File: config.mk
export PLATFORM = sky130hd
export DESIGN_NAME = ymem_arb_flat
export DESIGN_NICKNAME = d
export VERILOG_FILES = /design/src/rtl/ymem_arb_if.sv /design/src/rtl/ymem_arb.sv /design/src/flat_wrapper.sv
export SDC_FILE = /design/constraint.sdc
export NUM_CORES = 1
export LEC_CHECK = 0
export CORE_MARGIN = 5
export CORE_UTILIZATION = 38
export DETAILED_ROUTE_END_ITERATION = 10
export PLACE_DENSITY_LB_ADDON = 0.08
export SYNTH_ARGS = -nofsm -noshare
export SYNTH_HDL_FRONTEND = slang
export SYNTH_SLANG_ARGS = --single-unit
File: constraint.sdc
create_clock -name clk -period 2 [get_ports clk]
set_clock_uncertainty 0.05 [all_clocks]
set_input_delay 0.4 -clock clk [delete_from_list [all_inputs] [get_ports clk]]
set_output_delay 0.4 -clock clk [all_outputs]
set_load 0.05 [all_outputs]
File: src/rtl/ymem_arb_if.sv
// Bundle of the two requester ports plus the shared single-port memory bus.
// The slave modport is the arbiter's view; master is the requesters/memory side.
interface ymem_arb_if #(
  parameter int W = 32
);
  logic         req0;
  logic         req1;
  logic [W-1:0] addr0;
  logic [W-1:0] addr1;
  logic         we0;
  logic         we1;
  logic [W-1:0] wdata0;
  logic [W-1:0] wdata1;
  logic         gnt0;
  logic         gnt1;
  logic         done0;
  logic         done1;
  logic [W-1:0] rdata;
  logic         mem_en;
  logic         mem_we;
  logic [W-1:0] mem_addr;
  logic [W-1:0] mem_wdata;
  logic [W-1:0] mem_rdata;

  modport slave (
    input  req0, req1, addr0, addr1, we0, we1, wdata0, wdata1, mem_rdata,
    output gnt0, gnt1, done0, done1, rdata, mem_en, mem_we, mem_addr, mem_wdata
  );

  modport master (
    output req0, req1, addr0, addr1, we0, we1, wdata0, wdata1, mem_rdata,
    input  gnt0, gnt1, done0, done1, rdata, mem_en, mem_we, mem_addr, mem_wdata
  );
endinterface

File: src/rtl/ymem_arb.sv
// Round-robin arbiter of fetch (port 0) and data (port 1) onto one memory; grant to done is LAT cycles.
// Requesters stall by holding req until done; one access in flight, 2-cycle turnaround between grants.
module ymem_arb #(
  parameter int W   = 32,
  parameter int LAT = 2
) (
  input  logic         clk,
  input  logic         reset,
  ymem_arb_if.slave    bus
);

  typedef enum logic [1:0] {
    IDLE = 2'd0,
    BUSY = 2'd1,
    RESP = 2'd2
  } state_t;

  state_t       state_q,     state_d;
  logic [3:0]   cnt_q,       cnt_d;
  logic         last_q,      last_d;
  logic         sel_q,       sel_d;
  logic         gnt0_q,      gnt0_d;
  logic         gnt1_q,      gnt1_d;
  logic         done0_q,     done0_d;
  logic         done1_q,     done1_d;
  logic [W-1:0] rdata_q,     rdata_d;
  logic         mem_en_q,    mem_en_d;
  logic         mem_we_q,    mem_we_d;
  logic [W-1:0] mem_addr_q,  mem_addr_d;
  logic [W-1:0] mem_wdata_q, mem_wdata_d;
  logic         win1;

  always_comb begin
    state_d     = state_q;
    cnt_d       = cnt_q;
    last_d      = last_q;
    sel_d       = sel_q;
    rdata_d     = rdata_q;
    mem_addr_d  = mem_addr_q;
    mem_wdata_d = mem_wdata_q;
    gnt0_d      = 1'b0;
    gnt1_d      = 1'b0;
    done0_d     = 1'b0;
    done1_d     = 1'b0;
    mem_en_d    = 1'b0;
    mem_we_d    = 1'b0;
    // On a tie port 1 wins only if port 0 was granted last.
    win1        = bus.req1 & (~bus.req0 | ~last_q);

    case (state_q)
      IDLE: begin
        if (bus.req0 | bus.req1) begin
          sel_d       = win1;
          last_d      = win1;
          gnt0_d      = ~win1;
          gnt1_d      = win1;
          mem_addr_d  = win1 ? bus.addr1  : bus.addr0;
          mem_wdata_d = win1 ? bus.wdata1 : bus.wdata0;
          mem_we_d    = win1 ? bus.we1    : bus.we0;
          mem_en_d    = 1'b1;
          cnt_d       = 4'(LAT);
          state_d     = BUSY;
        end
      end
      BUSY: begin
        cnt_d = cnt_q - 4'd1;
        if (cnt_q == 4'd1) begin
          state_d = RESP;
          done0_d = ~sel_q;
          done1_d = sel_q;
          if (!mem_we_q) begin
            rdata_d = bus.mem_rdata;
          end
        end else begin
          mem_en_d = 1'b1;
          mem_we_d = mem_we_q;
        end
      end
      RESP: begin
        state_d = IDLE;
      end
      default: begin
        state_d = IDLE;
      end
    endcase
  end

  always_ff @(posedge clk) begin
    if (reset) begin
      state_q     <= IDLE;
      cnt_q       <= 4'd0;
      last_q      <= 1'b1;
      sel_q       <= 1'b0;
      gnt0_q      <= 1'b0;
      gnt1_q      <= 1'b0;
      done0_q     <= 1'b0;
      done1_q     <= 1'b0;
      rdata_q     <= '0;
      mem_en_q    <= 1'b0;
      mem_we_q    <= 1'b0;
      mem_addr_q  <= '0;
      mem_wdata_q <= '0;
    end else begin
      state_q     <= state_d;
      cnt_q       <= cnt_d;
      last_q      <= last_d;
      sel_q       <= sel_d;
      gnt0_q      <= gnt0_d;
      gnt1_q      <= gnt1_d;
      done0_q     <= done0_d;
      done1_q     <= done1_d;
      rdata_q     <= rdata_d;
      mem_en_q    <= mem_en_d;
      mem_we_q    <= mem_we_d;
      mem_addr_q  <= mem_addr_d;
      mem_wdata_q <= mem_wdata_d;
    end
  end

  assign bus.gnt0      = gnt0_q;
  assign bus.gnt1      = gnt1_q;
  assign bus.done0     = done0_q;
  assign bus.done1     = done1_q;
  assign bus.rdata     = rdata_q;
  assign bus.mem_en    = mem_en_q;
  assign bus.mem_we    = mem_we_q;
  assign bus.mem_addr  = mem_addr_q;
  assign bus.mem_wdata = mem_wdata_q;

endmodule

File: src/flat_wrapper.sv
// flat-port wrapper written by rule: the top's interface ports become plain ports
module ymem_arb_flat 
#(
  parameter int W   = 32,
  parameter int LAT = 2
)
  (clk, reset, bus_req0, bus_req1, bus_addr0, bus_addr1, bus_we0, bus_we1, bus_wdata0, bus_wdata1, bus_mem_rdata, bus_gnt0, bus_gnt1, bus_done0, bus_done1, bus_rdata, bus_mem_en, bus_mem_we, bus_mem_addr, bus_mem_wdata);
  ymem_arb_if #(.W(W)) bus_i ();
  input  logic clk;
  input  logic reset;
  input wire logic [$bits(bus_i.req0)-1:0] bus_req0;
  input wire logic [$bits(bus_i.req1)-1:0] bus_req1;
  input wire logic [$bits(bus_i.addr0)-1:0] bus_addr0;
  input wire logic [$bits(bus_i.addr1)-1:0] bus_addr1;
  input wire logic [$bits(bus_i.we0)-1:0] bus_we0;
  input wire logic [$bits(bus_i.we1)-1:0] bus_we1;
  input wire logic [$bits(bus_i.wdata0)-1:0] bus_wdata0;
  input wire logic [$bits(bus_i.wdata1)-1:0] bus_wdata1;
  input wire logic [$bits(bus_i.mem_rdata)-1:0] bus_mem_rdata;
  output wire logic [$bits(bus_i.gnt0)-1:0] bus_gnt0;
  output wire logic [$bits(bus_i.gnt1)-1:0] bus_gnt1;
  output wire logic [$bits(bus_i.done0)-1:0] bus_done0;
  output wire logic [$bits(bus_i.done1)-1:0] bus_done1;
  output wire logic [$bits(bus_i.rdata)-1:0] bus_rdata;
  output wire logic [$bits(bus_i.mem_en)-1:0] bus_mem_en;
  output wire logic [$bits(bus_i.mem_we)-1:0] bus_mem_we;
  output wire logic [$bits(bus_i.mem_addr)-1:0] bus_mem_addr;
  output wire logic [$bits(bus_i.mem_wdata)-1:0] bus_mem_wdata;
  assign bus_i.req0 = bus_req0;
  assign bus_i.req1 = bus_req1;
  assign bus_i.addr0 = bus_addr0;
  assign bus_i.addr1 = bus_addr1;
  assign bus_i.we0 = bus_we0;
  assign bus_i.we1 = bus_we1;
  assign bus_i.wdata0 = bus_wdata0;
  assign bus_i.wdata1 = bus_wdata1;
  assign bus_i.mem_rdata = bus_mem_rdata;
  assign bus_gnt0 = bus_i.gnt0;
  assign bus_gnt1 = bus_i.gnt1;
  assign bus_done0 = bus_i.done0;
  assign bus_done1 = bus_i.done1;
  assign bus_rdata = bus_i.rdata;
  assign bus_mem_en = bus_i.mem_en;
  assign bus_mem_we = bus_i.mem_we;
  assign bus_mem_addr = bus_i.mem_addr;
  assign bus_mem_wdata = bus_i.mem_wdata;
  ymem_arb #(.W(W), .LAT(LAT)) u_core (.clk(clk), .reset(reset), .bus(bus_i));
endmodule
* After elaboration in Yosys (flattened, before gate mapping)
Cells that the tools add are included.
** Operators by class
- Reductions and logical operators :: 8
- Add/subtract/negate cells :: 1
- Bitwise operators :: 12
- Multiplexer cells :: 14
- Equal/unequal tests :: 4
** Operators with widths (count)
- $mux W32 :: 2
- $not A1 Y1 :: 9
- $pmux W4 S2 :: 1
- $reduce_and A2 Y1 :: 3
- $reduce_or A3 Y1 :: 2
- $mux W1 :: 5
- $eq A4 B1 Y1 const B :: 1
- $mux W2 :: 2
- $mux W4 :: 1
- $ne A2 B1 Y1 const B :: 2
- $pmux W1 S2 :: 2
- $pmux W2 S2 :: 1
- $sub A4 B1 Y4 const B :: 1
- $reduce_and A3 Y1 :: 1
- $eq A2 B1 Y1 const B :: 1
- $logic_not A2 Y1 :: 1
- $or A1 B1 Y1 :: 2
- $reduce_bool A2 Y1 :: 1
- $and A1 B1 Y1 :: 1
** Word-level totals
- Register bits :: 110
- Bits of input ports :: 166
- Output and inout bits :: 102

* Logic depth before layout (Yosys ltp)
- Word-level depth :: 6
- Mapped depth :: 7
- Depth with buffers taken out :: 5

* Worst setup path before layout
Ideal clock, no wire load.
- Path type :: reg-to-reg
- Start point :: reg u_core.cnt_q[0]
- End point :: reg u_core.rdata_q[10] (netlist: u_core.bus.rdata[10])
- Path slack :: 0.295 ns
- Required time :: 1.878 ns
- Clock period less this slack :: 1.705 ns
- Cell stages (with the launch flop) :: 7
- Library setup time :: 0.072 ns
- Arrival :: 1.583 ns
- Path through :: dfxtp_1 > ha_1 > or3b_1 > buf_2 > nor3_4 > buf_6 > mux2i_1
** On the way
- Cells in the longest elaborated chain, start to end :: 2
** RTL lines
- start: declaration :: RTL line ymem_arb.sv:19 : logic [3:0] cnt_q, cnt_d;
- start signal: assignment :: RTL line ymem_arb.sv:105 : cnt_q <= cnt_d;
- $eq A4 B1 Y1 :: RTL line ymem_arb.sv:67 : if (cnt_q == 4'd1) begin
- $reduce_and A3 Y1 (no source line)
- end signal: assignment :: RTL line ymem_arb.sv:112 : rdata_q <= rdata_d;
- end: declaration :: RTL line ymem_arb.sv:26 : logic [W-1:0] rdata_q, rdata_d;
No other way between the ends.
A chain may end at the register's enable or synchronous reset.

* Worst setup path in the final report
- Start point :: reg u_core.mem_wdata_q[1] (netlist: u_core.bus.mem_wdata[1])
- End point :: out bus_mem_wdata[1]
** RTL lines
- start: declaration :: RTL line ymem_arb.sv:30 : logic [W-1:0] mem_wdata_q, mem_wdata_d;
- start signal: assignment :: RTL line ymem_arb.sv:116 : mem_wdata_q <= mem_wdata_d;
- end: declaration :: RTL line flat_wrapper.sv:28 : output wire logic [$bits(bus_i.mem_wdata)-1:0] bus_mem_wdata;
No word-level cell between the ends.

==> reports/results.tsv <==
metric	value	unit
status	finished, final reports clean	
fin nets	911	
Clock Tree Buf Depth	2	
Final Setup Violations	0	
worst slack, placed	-16.5	ps
worst slew pin tran	568	ps
Routed WL	15600	um
Setup WS post-layout	41.7	ps
crit-path cells	clkdlybuf4s50_1	
Tot Pwr	6.25	mW
sequential area share after synthesis	44.9	%
ANT nets after route	0	
Worst-path clk slew	70	ps
reg2reg path depth	5	
htree depth	3	
Critical-path top delay cell	clkdlybuf4s50_1	
Num CTS Buffers	9	
most numerous cell in the Yosys netlist	dfxtp_1	
Skew-Pair Late Insertion Delay	340	ps
clk sinks	110	
reg2reg start	u_core.cnt_q[0]	
EDFF count, synth	0	
worst IR drop on VDD	0.399	mV
post-layout min period	1960	ps
pin count of the biggest net entering global routing	67	
FMAX	0.511	GHz
Slew headroom	62.1	%
ANT cells	0	
Worst Path Max Fanout	2	
leakage power	3.17	nW
initial antenna violation count	0	
Mapped Cells	493	
Iteration-0 DRC Markers	183	
syn_nets	661	
Area contributors post-synth	dfxtp_1 45%, mux2i_1 20%, a211oi_1 9.9%	
via count	4617	
Syn Area/Cell	9.95	sq um
vias in the first global route	4676	
Levels on crit path	1	
Post-route DRC	0	
yosys warns	0	
share of cells above drive strength 1	9.38	%
CTS tree	done	
CP Launch Type	flip-flop	
ys async rst share	0	%
CTS root buf	clkbuf_16	
maxcap violations	0	
Setup crit end kind	output pin	
Min-Delay Path Depth	1	
total setup buffers inserted after CTS	0	
WS Path Type	flip-flop to output pin	
Buf/Inv on CP	1	
Mapped Area	4910	sq um
Commonest cells post-synth	110 x dfxtp_1, 97 x mux2i_1, 69 x a21oi_1	
Final period util	97.9	%
core area	12600	sq um
hold path start	u_core.sel_q	
max incr delay on CP	820	ps
Via density	5.03	
Distinct cells, synth	32	
Rows	41	
first-pass GRT wire length	23400	um
Min-Delay Path Class	flip-flop to flip-flop	
Hold Vio Cnt, Final	0	
Post-synth top flop	dfxtp_1	
RSZ-0062 raised after global routing	false	
Final Max Tran Viols	0	
crit-path leading delay family	buffers and inverters	
crit path launch	u_core.bus.mem_wdata[1]	
pwr/cell area	774	nW/um^2
share of the synthesized area in the top cell type	44.9	%
IO Pins	268	
initial core utilization	38.9	%
CP required	1550	ps
hold_buf cts	0	
hpwl dp	11900	um
routability cong.	0.806	
WP data arrival	1510	ps
cell taking the most area after synthesis	dfxtp_1	
setup TNS	0	ps
DR WL/cell	17.0	um
All-Layer GR Usage	19.5	%
Die Y-Extent	124	um
aggregate global routing overflow	0	
DIE WIDTH	124	um
die area	15300	sq um
#FFs+latches synth	110	
DR pass1 iterations	4	
synthesis-to-layout area growth	64.5	%
IO buf count	267	
## logic make-up (layout without fill, tap and decap cells)
| family | Yosys count | after routing | synth area share (%) |
|---|---|---|---|
| muxes | 97 | 97 | 19.8 |
| AOI/OAI and AO/OA | 143 | 143 | 18.1 |
| and+or+nand+nor | 91 | 91 | 11.6 |
| buffers and inverters | 50 | 303 | 5.20 |
| DFF | 110 | 110 | 44.9 |
| adders and majority gates | 2 | 2 | 0.510 |
## registers in the layout, indices dropped and copies added, names as in the netlist
name,flops
u_core.bus.mem_addr,32
u_core.bus.mem_wdata,32
u_core.bus.rdata,32
u_core.cnt_q,4
u_core.state_q,2
u_core.bus.done0,1
u_core.bus.done1,1
u_core.bus.gnt0,1
u_core.bus.gnt1,1
u_core.bus.mem_en,1
u_core.bus.mem_we,1
u_core.last_q,1
u_core.sel_q,1
## final cells by class
class,instances,area [sq um]
inverters,2,7.51
fillers,1083,4550
clock inverters,1,5.00
well taps,172,215
multi-input cells,333,2470
repair buffers,287,2900
flip-flops and latches,110,2200
clock buffers,13,270
## per-stage QoR
| stage | util (%) | area [sq um] | hold WS, ps | instances |
|---|---|---|---|---|
| after global routing | 64.0 | 8070 | 411 | 918 |
| after detailed placement | 61.6 | 7770 | 377 | 904 |
| after global placement | 61.6 | 7770 | 378 | 904 |
| after CTS | 63.7 | 8040 | 391 | 918 |
| after floorplan | - | 4910 | 359 | 493 |
| final | 64.0 | 8070 | 389 | 918 |
## metal layers
layer / routed length [um] / track usage, %
met5: 0 / 0
met4: 447 / 8.03
met3: 1370 / 6.86
met2: 7590 / 32.7
met1: 6200 / 22.6
## power by group
group          switching, mW  internal (mW)  leakage [nW]
combinational           1.18          0.886          2.13
clock                  0.751          0.933         0.138
sequential             0.112           2.39         0.906
## repair_timing
action | in CTS | in global routing
endpoints found under the setup margin | 1 | 12
resized for setup | 1 | 12
pin swaps | 0 | 0
## layout by cell type (no fill, tap or decap), types with 2 or more instances in the layout
cell	netlist	routed
a211oi_1	65	65
a21oi_1	69	69
buf_12	0	10
buf_4	2	41
clkbuf_16	0	9
clkbuf_8	0	3
clkdlybuf4s50_1	0	223
dfxtp_1	110	110
dlymetal6s2s_1	0	12
ha_1	2	2
inv_1	2	2
mux2i_1	97	97
nand2_1	2	2
nand2b_1	65	65
nand3_1	2	2
nor2_1	4	3
nor2_4	0	2
nor2b_1	2	2
nor3_1	3	3
nor3b_1	2	2
o21ai_0	5	5
or2_2	2	2
or3_1	2	2
## path summary, 6_finish.rpt
check	end	slack, ps
setup / recovery	bus_mem_wdata[1]	40
hold / removal	u_core.bus.done0	390
setup reg to reg	u_core.bus.rdata[31]	150
hold reg to reg	u_core.bus.done0	390
## worst register-to-register path, stage by stage, from the launching register on
cell     delay (ps)
dfxtp_1         400
ha_1            160
or3b_1          460
nor3_4          200
buf_12          260
mux2i_1         260
Note: power is estimated with default switching activity, not from simulation.
